`config.mk`:
```
export PLATFORM = sky130hd
export DESIGN_NAME = uart_echo_fifo
export DESIGN_NICKNAME = d
export VERILOG_FILES = /design/src/rtl/uart_echo_fifo.sv
export SDC_FILE = /design/constraint.sdc
export NUM_CORES = 1
export LEC_CHECK = 0
export CORE_ASPECT_RATIO = 1.4
export CORE_MARGIN = 4
export CORE_UTILIZATION = 65
export DETAILED_ROUTE_END_ITERATION = 12
export GPL_TIMING_DRIVEN = 1
export PLACE_DENSITY = 0.82
export SYNTH_ARGS = -nofsm -noshare
export SYNTH_HDL_FRONTEND = slang
export SYNTH_SLANG_ARGS = --single-unit
```
`constraint.sdc`:
```
create_clock -name clk -period 6.4 [get_ports clk]
set_clock_uncertainty 0.15 [all_clocks]
set_input_delay 1.92 -clock clk [delete_from_list [all_inputs] [get_ports clk]]
set_output_delay 1.92 -clock clk [all_outputs]
set_load 0.01 [all_outputs]
```
`src/rtl/uart_echo_fifo.sv`:
```
// uart_echo_fifo: oversampled UART receiver -> byte FIFO -> UART transmitter that echoes bytes in order.
// Define UART_PARITY_EN to add an even-parity bit to both directions (checked on receive).
`timescale 1ns/1ps
module uart_echo_fifo #(
  parameter int CLK_FREQ   = 100_000_000,
  parameter int BAUD       = 9600,
  parameter int OVERSAMPLE = 16,
  parameter int DATA_BITS  = 8,
  parameter int FIFO_DEPTH = 16
) (
  input  logic                             clk,
  input  logic                             rst,
  input  logic                             rx,
  output logic                             tx,
  input  logic                             echo_en,
  output logic [$clog2(FIFO_DEPTH+1)-1:0]  fifo_count,
  output logic                             tx_busy,
  output logic                             overflow,
  output logic                             frame_err,
  output logic                             parity_err
);

  localparam int DIV_RAW = CLK_FREQ / (BAUD * OVERSAMPLE);
  localparam int DIV     = (DIV_RAW < 1) ? 1 : DIV_RAW;
  localparam int TW      = (DIV > 1) ? $clog2(DIV) : 1;
  localparam int OW      = $clog2(OVERSAMPLE);
  localparam int BW      = $clog2(DATA_BITS);
  localparam int AW      = $clog2(FIFO_DEPTH);
  localparam int CW      = $clog2(FIFO_DEPTH + 1);
  localparam logic [TW-1:0] TICK_LAST = TW'(DIV - 1);
  localparam logic [OW-1:0] OS_LAST   = OW'(OVERSAMPLE - 1);
  localparam logic [OW-1:0] OS_HALF   = OW'(OVERSAMPLE / 2 - 1);
  localparam logic [BW-1:0] BIT_LAST  = BW'(DATA_BITS - 1);
  localparam logic [CW-1:0] FULL      = CW'(FIFO_DEPTH);

`ifdef UART_PARITY_EN
  typedef enum logic [2:0] {S_IDLE, S_START, S_DATA, S_PARITY, S_STOP} state_t;
  localparam state_t AFTER_DATA = S_PARITY;

  function automatic logic parity_f(input logic [DATA_BITS-1:0] d);
    return ^d;
  endfunction
`else
  typedef enum logic [2:0] {S_IDLE, S_START, S_DATA, S_STOP} state_t;
  localparam state_t AFTER_DATA = S_STOP;
`endif

  logic [TW-1:0]        tcnt_q, tcnt_d;
  logic                 tick_s;
  logic                 rx_meta_q, rx_sync_q;
  state_t               rx_state_q, rx_state_d, tx_state_q, tx_state_d;
  logic [OW-1:0]        rx_cnt_q, rx_cnt_d, tx_cnt_q, tx_cnt_d;
  logic [BW-1:0]        rx_bits_q, rx_bits_d, tx_bits_q, tx_bits_d;
  logic [DATA_BITS-1:0] rx_shift_q, rx_shift_d, tx_shift_q, tx_shift_d;
  logic                 push_q, push_d, frame_err_q, frame_err_d, overflow_q, overflow_d;
  logic                 tx_q, tx_d, tx_busy_q, tx_busy_d;
  logic [DATA_BITS-1:0] mem_q [FIFO_DEPTH];
  logic [AW-1:0]        wptr_q, wptr_d, rptr_q, rptr_d;
  logic [CW-1:0]        count_q, count_d;
  logic                 pop_s, accept_s;
`ifdef UART_PARITY_EN
  logic                 rx_par_q, rx_par_d, tx_par_q, tx_par_d, parity_err_q, parity_err_d;
`endif

  always_comb begin : tick_gen
    tick_s = (tcnt_q == TICK_LAST);
    if (tick_s) tcnt_d = '0;
    else        tcnt_d = tcnt_q + 1'b1;
  end

  always_comb begin : rx_next
    rx_state_d  = rx_state_q;
    rx_cnt_d    = rx_cnt_q;
    rx_bits_d   = rx_bits_q;
    rx_shift_d  = rx_shift_q;
    push_d      = 1'b0;
    frame_err_d = 1'b0;
`ifdef UART_PARITY_EN
    rx_par_d     = rx_par_q;
    parity_err_d = 1'b0;
`endif
    case (rx_state_q)
      S_IDLE: begin
        if (tick_s && !rx_sync_q) begin
          rx_state_d = S_START;
          rx_cnt_d   = '0;
        end else begin
          rx_state_d = S_IDLE;
        end
      end
      // A start bit that is high again at mid-bit is a glitch and is ignored silently.
      S_START: begin
        if (tick_s && (rx_cnt_q == OS_HALF)) begin
          rx_cnt_d   = '0;
          rx_bits_d  = '0;
          rx_state_d = rx_sync_q ? S_IDLE : S_DATA;
        end else if (tick_s) begin
          rx_cnt_d = rx_cnt_q + 1'b1;
        end else begin
          rx_cnt_d = rx_cnt_q;
        end
      end
      default: begin
        if (tick_s && (rx_cnt_q == OS_LAST)) begin
          rx_cnt_d = '0;
          case (rx_state_q)
            S_DATA: begin
              rx_shift_d = {rx_sync_q, rx_shift_q[DATA_BITS-1:1]};
              if (rx_bits_q == BIT_LAST) rx_state_d = AFTER_DATA;
              else                       rx_bits_d  = rx_bits_q + 1'b1;
            end
`ifdef UART_PARITY_EN
            S_PARITY: begin
              rx_par_d   = rx_sync_q;
              rx_state_d = S_STOP;
            end
`endif
            S_STOP: begin
              rx_state_d = S_IDLE;
              if (!rx_sync_q) frame_err_d = 1'b1;
`ifdef UART_PARITY_EN
              else if (rx_par_q != parity_f(rx_shift_q)) parity_err_d = 1'b1;
`endif
              else push_d = 1'b1;
            end
            default: rx_state_d = S_IDLE;
          endcase
        end else if (tick_s) begin
          rx_cnt_d = rx_cnt_q + 1'b1;
        end else begin
          rx_cnt_d = rx_cnt_q;
        end
      end
    endcase
  end

  // A push onto a full FIFO is only accepted when the same clock frees a slot.
  always_comb begin : fifo_next
    pop_s      = (tx_state_q == S_IDLE) && echo_en && (count_q != '0);
    accept_s   = push_q && ((count_q != FULL) || pop_s);
    overflow_d = push_q && !accept_s;
    wptr_d     = accept_s ? wptr_q + 1'b1 : wptr_q;
    rptr_d     = pop_s ? rptr_q + 1'b1 : rptr_q;
    case ({accept_s, pop_s})
      2'b10:   count_d = count_q + 1'b1;
      2'b01:   count_d = count_q - 1'b1;
      default: count_d = count_q;
    endcase
  end

  always_comb begin : tx_next
    tx_state_d = tx_state_q;
    tx_cnt_d   = tx_cnt_q;
    tx_bits_d  = tx_bits_q;
    tx_shift_d = tx_shift_q;
    tx_d       = tx_q;
    tx_busy_d  = tx_busy_q;
`ifdef UART_PARITY_EN
    tx_par_d   = tx_par_q;
`endif
    case (tx_state_q)
      S_IDLE: begin
        if (pop_s) begin
          tx_state_d = S_START;
          tx_cnt_d   = '0;
          tx_shift_d = mem_q[rptr_q];
          tx_d       = 1'b0;
          tx_busy_d  = 1'b1;
`ifdef UART_PARITY_EN
          tx_par_d   = parity_f(mem_q[rptr_q]);
`endif
        end else begin
          tx_d      = 1'b1;
          tx_busy_d = 1'b0;
        end
      end
      default: begin
        if (tick_s && (tx_cnt_q == OS_LAST)) begin
          tx_cnt_d = '0;
          case (tx_state_q)
            S_START: begin
              tx_state_d = S_DATA;
              tx_bits_d  = '0;
              tx_d       = tx_shift_q[0];
              tx_shift_d = tx_shift_q >> 1;
            end
            S_DATA: begin
              if (tx_bits_q == BIT_LAST) begin
                tx_state_d = AFTER_DATA;
`ifdef UART_PARITY_EN
                tx_d = tx_par_q;
`else
                tx_d = 1'b1;
`endif
              end else begin
                tx_bits_d  = tx_bits_q + 1'b1;
                tx_d       = tx_shift_q[0];
                tx_shift_d = tx_shift_q >> 1;
              end
            end
`ifdef UART_PARITY_EN
            S_PARITY: begin
              tx_state_d = S_STOP;
              tx_d       = 1'b1;
            end
`endif
            S_STOP: begin
              tx_state_d = S_IDLE;
              tx_busy_d  = 1'b0;
              tx_d       = 1'b1;
            end
            default: tx_state_d = S_IDLE;
          endcase
        end else if (tick_s) begin
          tx_cnt_d = tx_cnt_q + 1'b1;
        end else begin
          tx_cnt_d = tx_cnt_q;
        end
      end
    endcase
  end

  always_ff @(posedge clk) begin : state_regs
    if (rst) begin
      tcnt_q <= '0;  rx_meta_q <= 1'b1;  rx_sync_q <= 1'b1;
      rx_state_q <= S_IDLE;  rx_cnt_q <= '0;  rx_bits_q <= '0;  rx_shift_q <= '0;
      push_q <= 1'b0;  frame_err_q <= 1'b0;  overflow_q <= 1'b0;
      wptr_q <= '0;  rptr_q <= '0;  count_q <= '0;
      tx_state_q <= S_IDLE;  tx_cnt_q <= '0;  tx_bits_q <= '0;  tx_shift_q <= '0;
      tx_q <= 1'b1;  tx_busy_q <= 1'b0;
`ifdef UART_PARITY_EN
      rx_par_q <= 1'b0;  tx_par_q <= 1'b0;  parity_err_q <= 1'b0;
`endif
    end else begin
      tcnt_q <= tcnt_d;  rx_meta_q <= rx;  rx_sync_q <= rx_meta_q;
      rx_state_q <= rx_state_d;  rx_cnt_q <= rx_cnt_d;  rx_bits_q <= rx_bits_d;  rx_shift_q <= rx_shift_d;
      push_q <= push_d;  frame_err_q <= frame_err_d;  overflow_q <= overflow_d;
      wptr_q <= wptr_d;  rptr_q <= rptr_d;  count_q <= count_d;
      tx_state_q <= tx_state_d;  tx_cnt_q <= tx_cnt_d;  tx_bits_q <= tx_bits_d;  tx_shift_q <= tx_shift_d;
      tx_q <= tx_d;  tx_busy_q <= tx_busy_d;
`ifdef UART_PARITY_EN
      rx_par_q <= rx_par_d;  tx_par_q <= tx_par_d;  parity_err_q <= parity_err_d;
`endif
    end
  end

  // Receive shift register stays stable until the next frame's data bits, so it feeds the write directly.
  always_ff @(posedge clk) begin : fifo_mem
    if (!rst && accept_s) mem_q[wptr_q] <= rx_shift_q;
  end

  assign tx         = tx_q;
  assign tx_busy    = tx_busy_q;
  assign fifo_count = count_q;
  assign overflow   = overflow_q;
  assign frame_err  = frame_err_q;
`ifdef UART_PARITY_EN
  assign parity_err = parity_err_q;
`else
  assign parity_err = 1'b0;
`endif

endmodule

```
==> results of run 1 <==
-- synthesized netlist by cell type (all sizes together) (3+ instances only) --
library cell | n | share of area (%)
mux2i | 71 | 8.6
nor2 | 76 | 3.5
xnor2 | 11 | 1.2
inv | 16 | 0.73
a211oi | 3 | 0.27
and2 | 4 | 0.30
nand2b | 5 | 0.38
and3 | 3 | 0.23
nor4 | 4 | 0.45
nor2b | 10 | 0.76
a21oi | 13 | 0.79
mux4 | 3 | 0.82
edfxtp | 128 | 47
o21ai | 4 | 0.24
a22oi | 31 | 2.8
dfxtp | 68 | 16
clkbuf | 21 | 0.95
a31oi | 6 | 0.45
or2 | 4 | 0.30
nand4 | 10 | 0.83
nand3b | 3 | 0.27
ha | 26 | 3.9
nor3 | 7 | 0.48
buf | 10 | 0.59
a32oi | 8 | 0.85
a311oi | 9 | 0.95
xor2 | 7 | 0.74
nand3 | 10 | 0.61
nand2 | 23 | 1.0
-- cell families (layout without fill, tap and decap cells) --
group           after synthesis  after routing
flops                       196            196
simple gates                172            172
compound gates               95             95
mux                          75             75
buf+inv                      47             61
fa+ha+maj                    27             27
xor+xnor                     18             18
other cells                   1              1
-- sequential cells by signal, summed over array words and instances, names as in the netlist, 4 cells and up, named ones only --
name	cells
mem_q	128
tcnt_q	10
rx_shift_q	8
tx_shift_q	8
fifo_count	5
rptr_q	4
rx_cnt_q	4
tx_cnt_q	4
wptr_q	4
-- layout make-up --
| cell class | instances | share of cell area [%] |
|---|---|---|
| multi-input combinational | 388 | 31.7 |
| sequential | 196 | 57.6 |
| clock buffer | 18 | 4.75 |
| inverter | 16 | 0.665 |
| tap | 150 | 2.08 |
| clock inverter | 14 | 1.81 |
| timing repair buffer | 13 | 1.36 |
-- power breakdown --
part	internal, µW	switching [µW]	leakage, µW
logic	213	297	0.00102
clock network	586	466	0.000280
registers	1380	66.0	0.00174
-- worst max-delay path, cell delays in order --
cell and delay (ps):
clkdlybuf4s50_1 460, nand2_1 150, a211oi_1 620, ha_1 390, nor2b_1 150, o21ai_0 350
a21oi_1 150, a31o_2 230, a221oi_1 240
-- per-layer routing --
layer / vias up / GRT usage (%) / part of all wire, %
met3: 35 / 4.77 / 4.8
met5: - / 0 / 0
met2: 162 / 41.2 / 54
met4: 0 / 9.21 / 2.8
met1: 2476 / 27.7 / 38
li1: 2379 / - / -
-- per-stage QoR --
stage / std cells / total power, µW / worst slack, ps / util (%)
2_1_floorplan: 631 / 1830 / 2340 / -
3_3_place_gp: 763 / 1940 / 1640 / 68.3
6_report: 795 / 3010 / 1930 / 73.0
5_1_grt: 795 / 3130 / 1750 / 73.0
4_1_cts: 795 / 3010 / 1990 / 73.0
3_5_place_dp: 763 / 1980 / 1550 / 68.3
-- final timing paths --
kind,start,to
worst max-delay path,echo_en,fifo_count[4]
worst min-delay path,rx_meta_q,rx_sync_q
worst max register to register,tx_state_q[0],fifo_count[4]
worst min register to register,rx_meta_q,rx_sync_q
==> metrics.md, run 1 <==
| Metric | Value |
|---|---|
| Register area share after synthesis | 63.0% |
| TritonCTS Buffers | 17 |
| Syn-to-layout area delta | 9.42% |
| Total Wirelength | 16100 µm |
| Via/cell ratio | 6.35 |
| Worst R2R Path Depth | 10 |
| Area of the die | 14600 µm² |
| Synth Area in XOR/XNOR | 1.91% |
| Die H | 141 µm |
| Vias | 5052 |
| Final Cell Area | 9040 µm² |
| Compound-cell area share of the yosys netlist | 8.54% |
| Synth Area in Simple Gates | 10.5% |
| Initial antenna violation count | 0 |
| Largest net degree at the start of global routing | 54 |
| Syn_nets | 662 |
| Hold depth | 1 |
| N_diodes | 0 |
| Static leakage | 0.00304 µW |
| CP Data Required Time | 6590 ps |
| Residual DRC | 0 |
| Num rows | 48 |
| IO Count | 14 |
| Tightest Pin Transition | 1170 ps |
| Hold WS | 259 ps |
| Total track usage | 23.5% |
| Final hold viol count | 0 |
| Max_cap viols | 0 |
| # fillers | 800 |
| Wire per inst | 20.3 µm |
| Asr flop ratio synth | 0% |
| First-pass GRT wire length | 25700 µm |
| Die Span X | 103 µm |
| Placer Congestion | 0.857 |
| Worst min path class | reg2reg |
| Setup bufs post-CTS | 0 |
| Flop2flop setup slack | 2710 ps |
| TNS Setup | 0 ps |
| Most common cell after layout, fill and taps aside | edfxtp_1 |
| TritonRoute pass-1 iters | 5 |
| Dpl hpwl | 10800 µm |
| Min Tclk post-route | 4470 ps |
| Gr ovfl total | 0 |
| CTS H-tree lvls | 4 |
| Multi-input combinational cell area | 2870 µm² |
| Post-route antenna net violation count | 0 |
| Root buf cell | clkbuf_16 |
| DR iter-0 viols | 441 |
| Post-synthesis mux area share | 9.56% |
| Status | finished clean |
| Achievable Freq | 0.224 GHz |
| Core ar. | 12400 µm² |
| Crit. End Element | flip-flop |
| VDD IR max | 0.219 mV |
| Unrepaired setup endpoints after global routing | false |
| Crit path launch type | input pin |
| CTS max path bufs | 2 |
| Most frequent cells in the layout | 128 x edfxtp_1, 76 x nor2_1, 71 x mux2i_1 |
| Final setup fails | 0 |
| Cell Area, Placed | 8440 µm² |
| Max_slew headroom | 21.4% |
| Max Slew Vio Count | 0 |
| Post-synthesis adder-cell area fraction | 4.18% |
| Syn avg cell area | 13.1 µm² |
| Post-synth EDFFs | 128 |
| Peak fanout along the critical path | 8 |
| Initial core utilization | 66.8% |
| CTS sink cnt | 196 |
| Yosys reg bits | 196 |
| Vias in the first global route | 4934 |
| Largest family of logic cells by synthesized area | simple AND/OR/NAND/NOR gates |
| Post-synth cell types | 58 |
| Crit Path Class | in2reg |
| CTS tree | done |
| Register area | 5210 µm² |
| PortBufs | 12 |
| Worst-path clk slew | 70 ps |
| Pwr Density | 333 nW/µm² |
| Synth Flop Type | edfxtp_1 |
| Share of layout cells above drive strength 1 | 7.60% |
| Arr. time, crit path | 4650 ps |
| Post-CTS Resized | 0 |
| Nets@finish | 663 |
| Mapped Cells | 631 |
| Hold Buf Count CTS | 0 |
| Synth Warn # | 0 |
| Period utilization | 69.8% |
| Synth Cell Area | 8260 µm² |
| Clk Latency, worst-skew pair | 430 ps |
Note: power is estimated with default switching activity, not from simulation.
==> run 2, diff against run 1 <==
CORE_UTILIZATION = 56   (was 65)
PLACE_DENSITY = 0.75   (was 0.82)
clock period = 3.75 ns   (was 6.4 ns; I/O delays follow)
==> metrics.md, run 2 (same netlist as run 1, synthesis figures left out) <==
| Metric | Value |
|---|---|
| Status | finished clean |
| Gr ovfl total | 0 |
| Total Wirelength | 16600 µm |
| Max_slew headroom | 36.5% |
| Most common cell after layout, fill and taps aside | edfxtp_1 |
| Final setup margin | 488 ps |
| Root buf cell | clkbuf_16 |
| Hold Buf Count CTS | 0 |
| IO Count | 14 |
| Crit path launch type | input pin |
| Syn-to-layout area delta | 11.7% |
| Placer Congestion | 0.835 |
| Vias in the first global route | 5149 |
| Worst Hold End | rx_sync_q |
| Max reg flops | 128 |
| Worst-path clk slew | 70 ps |
| Arr. time, crit path | 3450 ps |
| CP Data Required Time | 3930 ps |
| Share of layout cells above drive strength 1 | 10.6% |
| Static leakage | 0.00316 µW |
| Vias | 4994 |
| Clk Latency, worst-skew pair | 430 ps |
| Core ar. | 14400 µm² |
| CTS sink cnt | 196 |
| Area of the die | 16800 µm² |
| Dpl hpwl | 11400 µm |
| Period utilization | 87.0% |
| Peak fanout along the critical path | 5 |
| CTS max path bufs | 2 |
| Num rows | 52 |
| # fillers | 1136 |
| GR Util met2 | 41.3% |
| Via/cell ratio | 5.83 |
| Met3 usage | 3.66% |
| Setup bufs post-CTS | 0 |
| CTS tree | done |
| Min-delay src | rx_meta_q |
| Largest Register | mem_q |
| Die H | 152 µm |
| TritonCTS Buffers | 17 |
| Most frequent cells in the layout | 128 x edfxtp_1, 76 x nor2_1, 71 x mux2i_1 |
| Layout Cells excl Fill | 856 |
| Final setup fails | 0 |
| TritonRoute pass-1 iters | 5 |
| PortBufs | 12 |
| Post-Place Cells | 824 |
| DR iter-0 viols | 273 |
| Wire per inst | 19.4 µm |
| N_diodes | 0 |
| Worst R2R Path Depth | 11 |
| FF-to-FF Start | tx_state_q[0] |
| Initial antenna violation count | 0 |
| Unrepaired setup endpoints after global routing | false |
| Largest net degree at the start of global routing | 54 |
| Crit Path Class | in2reg |
| Achievable Freq | 0.307 GHz |
| Nets@finish | 685 |
| Flop2flop setup slack | 930 ps |
| GR Layer Usage met1 | 22.2% |
| Total track usage | 20.9% |
| Max_cap viols | 0 |
| CTS H-tree lvls | 4 |
| TNS Setup | 0 ps |
| Setup WS pre-CTS | 32.5 ps |
| Crit. End Element | flip-flop |
| Die Span X | 111 µm |
| Post-layout util | 63.9% |
| Initial core utilization | 57.2% |
| Grt peak-use layer | met2 |
| Hold depth | 1 |
| Residual DRC | 0 |
| Regs by FF count | mem_q (128), tcnt_q (10) |
| Min Tclk post-route | 3260 ps |
| Post-route antenna net violation count | 0 |
| RR Endpoint | fifo_count[4] |
| Tightest Pin Transition | 952 ps |
| First-pass GRT wire length | 26900 µm |
| Worst min path class | reg2reg |
| Final hold viol count | 0 |
| VDD IR max | 0.527 mV |
| Max Slew Vio Count | 0 |
| Post-CTS Resized | 0 |
| Pwr Density | 555 nW/µm² |
==> run 2: cell types whose count changed in the layout (fill, tap and decap cells not counted), sizes merged <==
cell / before / now
inv: 22 / 21
clkinv: 3 / 5
clkbuf: 18 / 21
buf: 2 / 24
bufinv: 2 / 1
clkinvlp: 3 / 0
==> run 2: layer usage <==
metal,wire length [µm],share of wire (%)
met4,286,1.7
met5,0,0
met1,6260,38
met3,466,2.8
met2,9630,58
==> run 2: how the worst max path moves through the flow <==
| stage | start | end | slack [ps] | cells after the start |
|---|---|---|---|---|
| 2_1_floorplan | echo_en | fifo_count[4] | 480 | 8 |
| 3_3_place_gp | echo_en | fifo_count[4] | 160 | 10 |
| 3_5_place_dp | echo_en | fifo_count[4] | 30 | 10 |
| 4_1_cts | echo_en | fifo_count[4] | 480 | 10 |
| 5_1_grt | echo_en | fifo_count[4] | 330 | 10 |
| 6_report | echo_en | fifo_count[4] | 490 | 10 |
==> run 2: final cells by class <==
class | count | area (µm²) | area share, %
clock buffers | 21 | 482 | 5.22
well taps | 189 | 236 | 2.56
multi-input cells | 388 | 2870 | 31.1
flip-flops and latches | 196 | 5210 | 56.4
inverters | 16 | 60.1 | 0.651
clock inverters | 11 | 86.3 | 0.936
repair buffers | 35 | 288 | 3.12
==> run 2: worst max-delay path, cell delays in order <==
cell             delay (ps)
clkdlybuf4s50_1         450
nand2_1                  60
a211oi_1                220
buf_4                   170
ha_1                    260
nor2b_1                 160
o21ai_0                 350
a21oi_1                 160
a31o_2                  240
a221oi_1                250
==> run 2: power by group <==
group          switching (µW)  leakage [µW]  internal [µW]  total (µW)
sequential                106       0.00174           2360        2470
clock                     763      0.000293            960        1720
combinational             528       0.00114            403         931
total                    1400       0.00316           3720        5120
==> run 2: through the flow <==
step	total power, µW	hold slack [ps]	cell area [µm²]
after floorplan	3120	239	8260
after global placement	3400	244	8660
after detailed placement	3430	252	8660
after CTS	5150	270	9230
after global routing	5370	275	9230
final	5120	267	9230
==> run 3, diff against run 2 <==
CORE_UTILIZATION = 62   (was 56)
PLACE_DENSITY = 0.79   (was 0.75)
clock period = 3.1 ns   (was 3.75 ns; I/O delays follow)
==> metrics.md, run 3 (same netlist as run 1, synthesis figures left out) <==
| Metric | Value |
|---|---|
| TNS Setup | 0 ps |
| PortBufs | 12 |
| Die H | 145 µm |
| Max Slew Vio Count | 0 |
| Crit Path Class | in2reg |
| Total Wirelength | 16500 µm |
| Syn-to-layout area delta | 12.7% |
| VDD IR max | 0.564 mV |
| Most common cell after layout, fill and taps aside | edfxtp_1 |
| Clk Latency, worst-skew pair | 430 ps |
| Via/cell ratio | 6.00 |
| Worst min path class | reg2reg |
| Static leakage | 0.00321 µW |
| Area of the die | 15300 µm² |
| Gr ovfl total | 0 |
| Pwr Total | 6320 µW |
| CTS tree | done |
| Max reg flops | 128 |
| Initial core utilization | 63.8% |
| Arr. time, crit path | 3090 ps |
| Root buf cell | clkbuf_16 |
| Peak fanout along the critical path | 4 |
| Residual DRC | 0 |
| Final setup fails | 0 |
| Worst-path clk slew | 70 ps |
| Total track usage | 23.3% |
| Setup WS pre-CTS | -351 ps |
| Status | finished clean |
| Max_cap viols | 0 |
| Num rows | 49 |
| Post-route antenna net violation count | 0 |
| Nets@finish | 694 |
| Die Span X | 106 µm |
| Core ar. | 12900 µm² |
| Tightest Pin Transition | 773 ps |
| CTS sink cnt | 196 |
| Period utilization | 93.5% |
| Pwr Density | 679 nW/µm² |
| Min Tclk post-route | 2900 ps |
| Vias in the first global route | 5281 |
| N_diodes | 0 |
| Achievable Freq | 0.345 GHz |
| IO Count | 14 |
| CTS max path bufs | 2 |
| Initial antenna violation count | 0 |
| Regs by FF count | mem_q (128), tcnt_q (10) |
| TritonCTS Buffers | 17 |
| Max_slew headroom | 48.4% |
| Largest net degree at the start of global routing | 54 |
| Unrepaired setup endpoints after global routing | false |
| Setup bufs post-CTS | 0 |
| Wire per inst | 19.4 µm |
| Final hold viol count | 0 |
| Hold Buf Count CTS | 0 |
| Share of layout cells above drive strength 1 | 11.5% |
| DR iter-0 viols | 342 |
| Most frequent cells in the layout | 128 x edfxtp_1, 76 x nor2_1, 71 x mux2i_1 |
| Crit path launch type | input pin |
| Placer Congestion | 0.881 |
| TritonRoute pass-1 iters | 5 |
| First-pass GRT wire length | 27200 µm |
| Vias | 5120 |
| CP Data Required Time | 3290 ps |
| # fillers | 866 |
| CTS H-tree lvls | 4 |
| Dpl hpwl | 11200 µm |
| Largest Register | mem_q |
| Final setup margin | 201 ps |
| Crit. End Element | flip-flop |
run 3: cell types whose count changed in the layout (fill, tap and decap cells not counted), sizes merged:
cell,change
clkinv,-1
buf,+9
clkbuf,+3
inv,-1
bufinv,-1
run 3: worst paths after layout:
path / from / endpoint / slack (ps) / depth (start not counted)
setup / recovery: echo_en / fifo_count[4] / 200 / 11
hold / removal: rx_meta_q / rx_sync_q / 270 / 1
setup reg to reg: tx_state_q[0] / fifo_count[4] / 470 / 12
hold reg to reg: rx_meta_q / rx_sync_q / 270 / 1
run 3: worst max-delay path, stage by stage:
cell and delay, ps:
clkdlybuf4s50_1 460, nand2_1 60, a211oi_1 220, buf_4 170
inv_1 50, fa_1 370, nor2b_1 130, o21ai_1 120
a21oi_1 230, a31oi_1 70, a221oi_1 280
run 3: area by class of cell:
type	count	area, µm²	share of cell area, %
clock buffers	24	537	5.77
clock inverters	8	57.6	0.618
inverters	16	60.1	0.645
multi-input cells	388	2870	30.8
flip-flops and latches	196	5210	56.0
well taps	178	223	2.39
repair buffers	44	355	3.82
run 3: metrics by stage:
stage | util (%) | area [µm²] | hold slack, ps | cells
floorplan | - | 8260 | 239 | 631
global placement | 67.3 | 8710 | 243 | 822
detailed placement | 67.3 | 8710 | 254 | 822
CTS | 71.9 | 9310 | 272 | 854
global route | 71.9 | 9310 | 284 | 854
finish | 71.9 | 9310 | 266 | 854
run 3: repair_timing:
item	in CTS	in global routing
resized for setup	0	1
setup endpoints to repair	0	1
hold endpoints to repair	0	0
run 3: power breakdown:
group,internal (µW),switching [µW]
Combinational,554,654
Clock,1230,916
Sequential,2850,118
Total,4630,1690
run 3: per-layer routing:
| layer | routed length [µm] | share of wire (%) | up-vias | GRT usage, % |
|---|---|---|---|---|
| met1 | 6150 | 37 | 2505 | 26.3 |
| li1 | - | - | 2435 | - |
| met2 | 9130 | 55 | 146 | 43.0 |
| met5 | 0 | 0 | - | 0 |
| met3 | 783 | 4.7 | 34 | 4.96 |
| met4 | 473 | 2.9 | 0 | 9.55 |
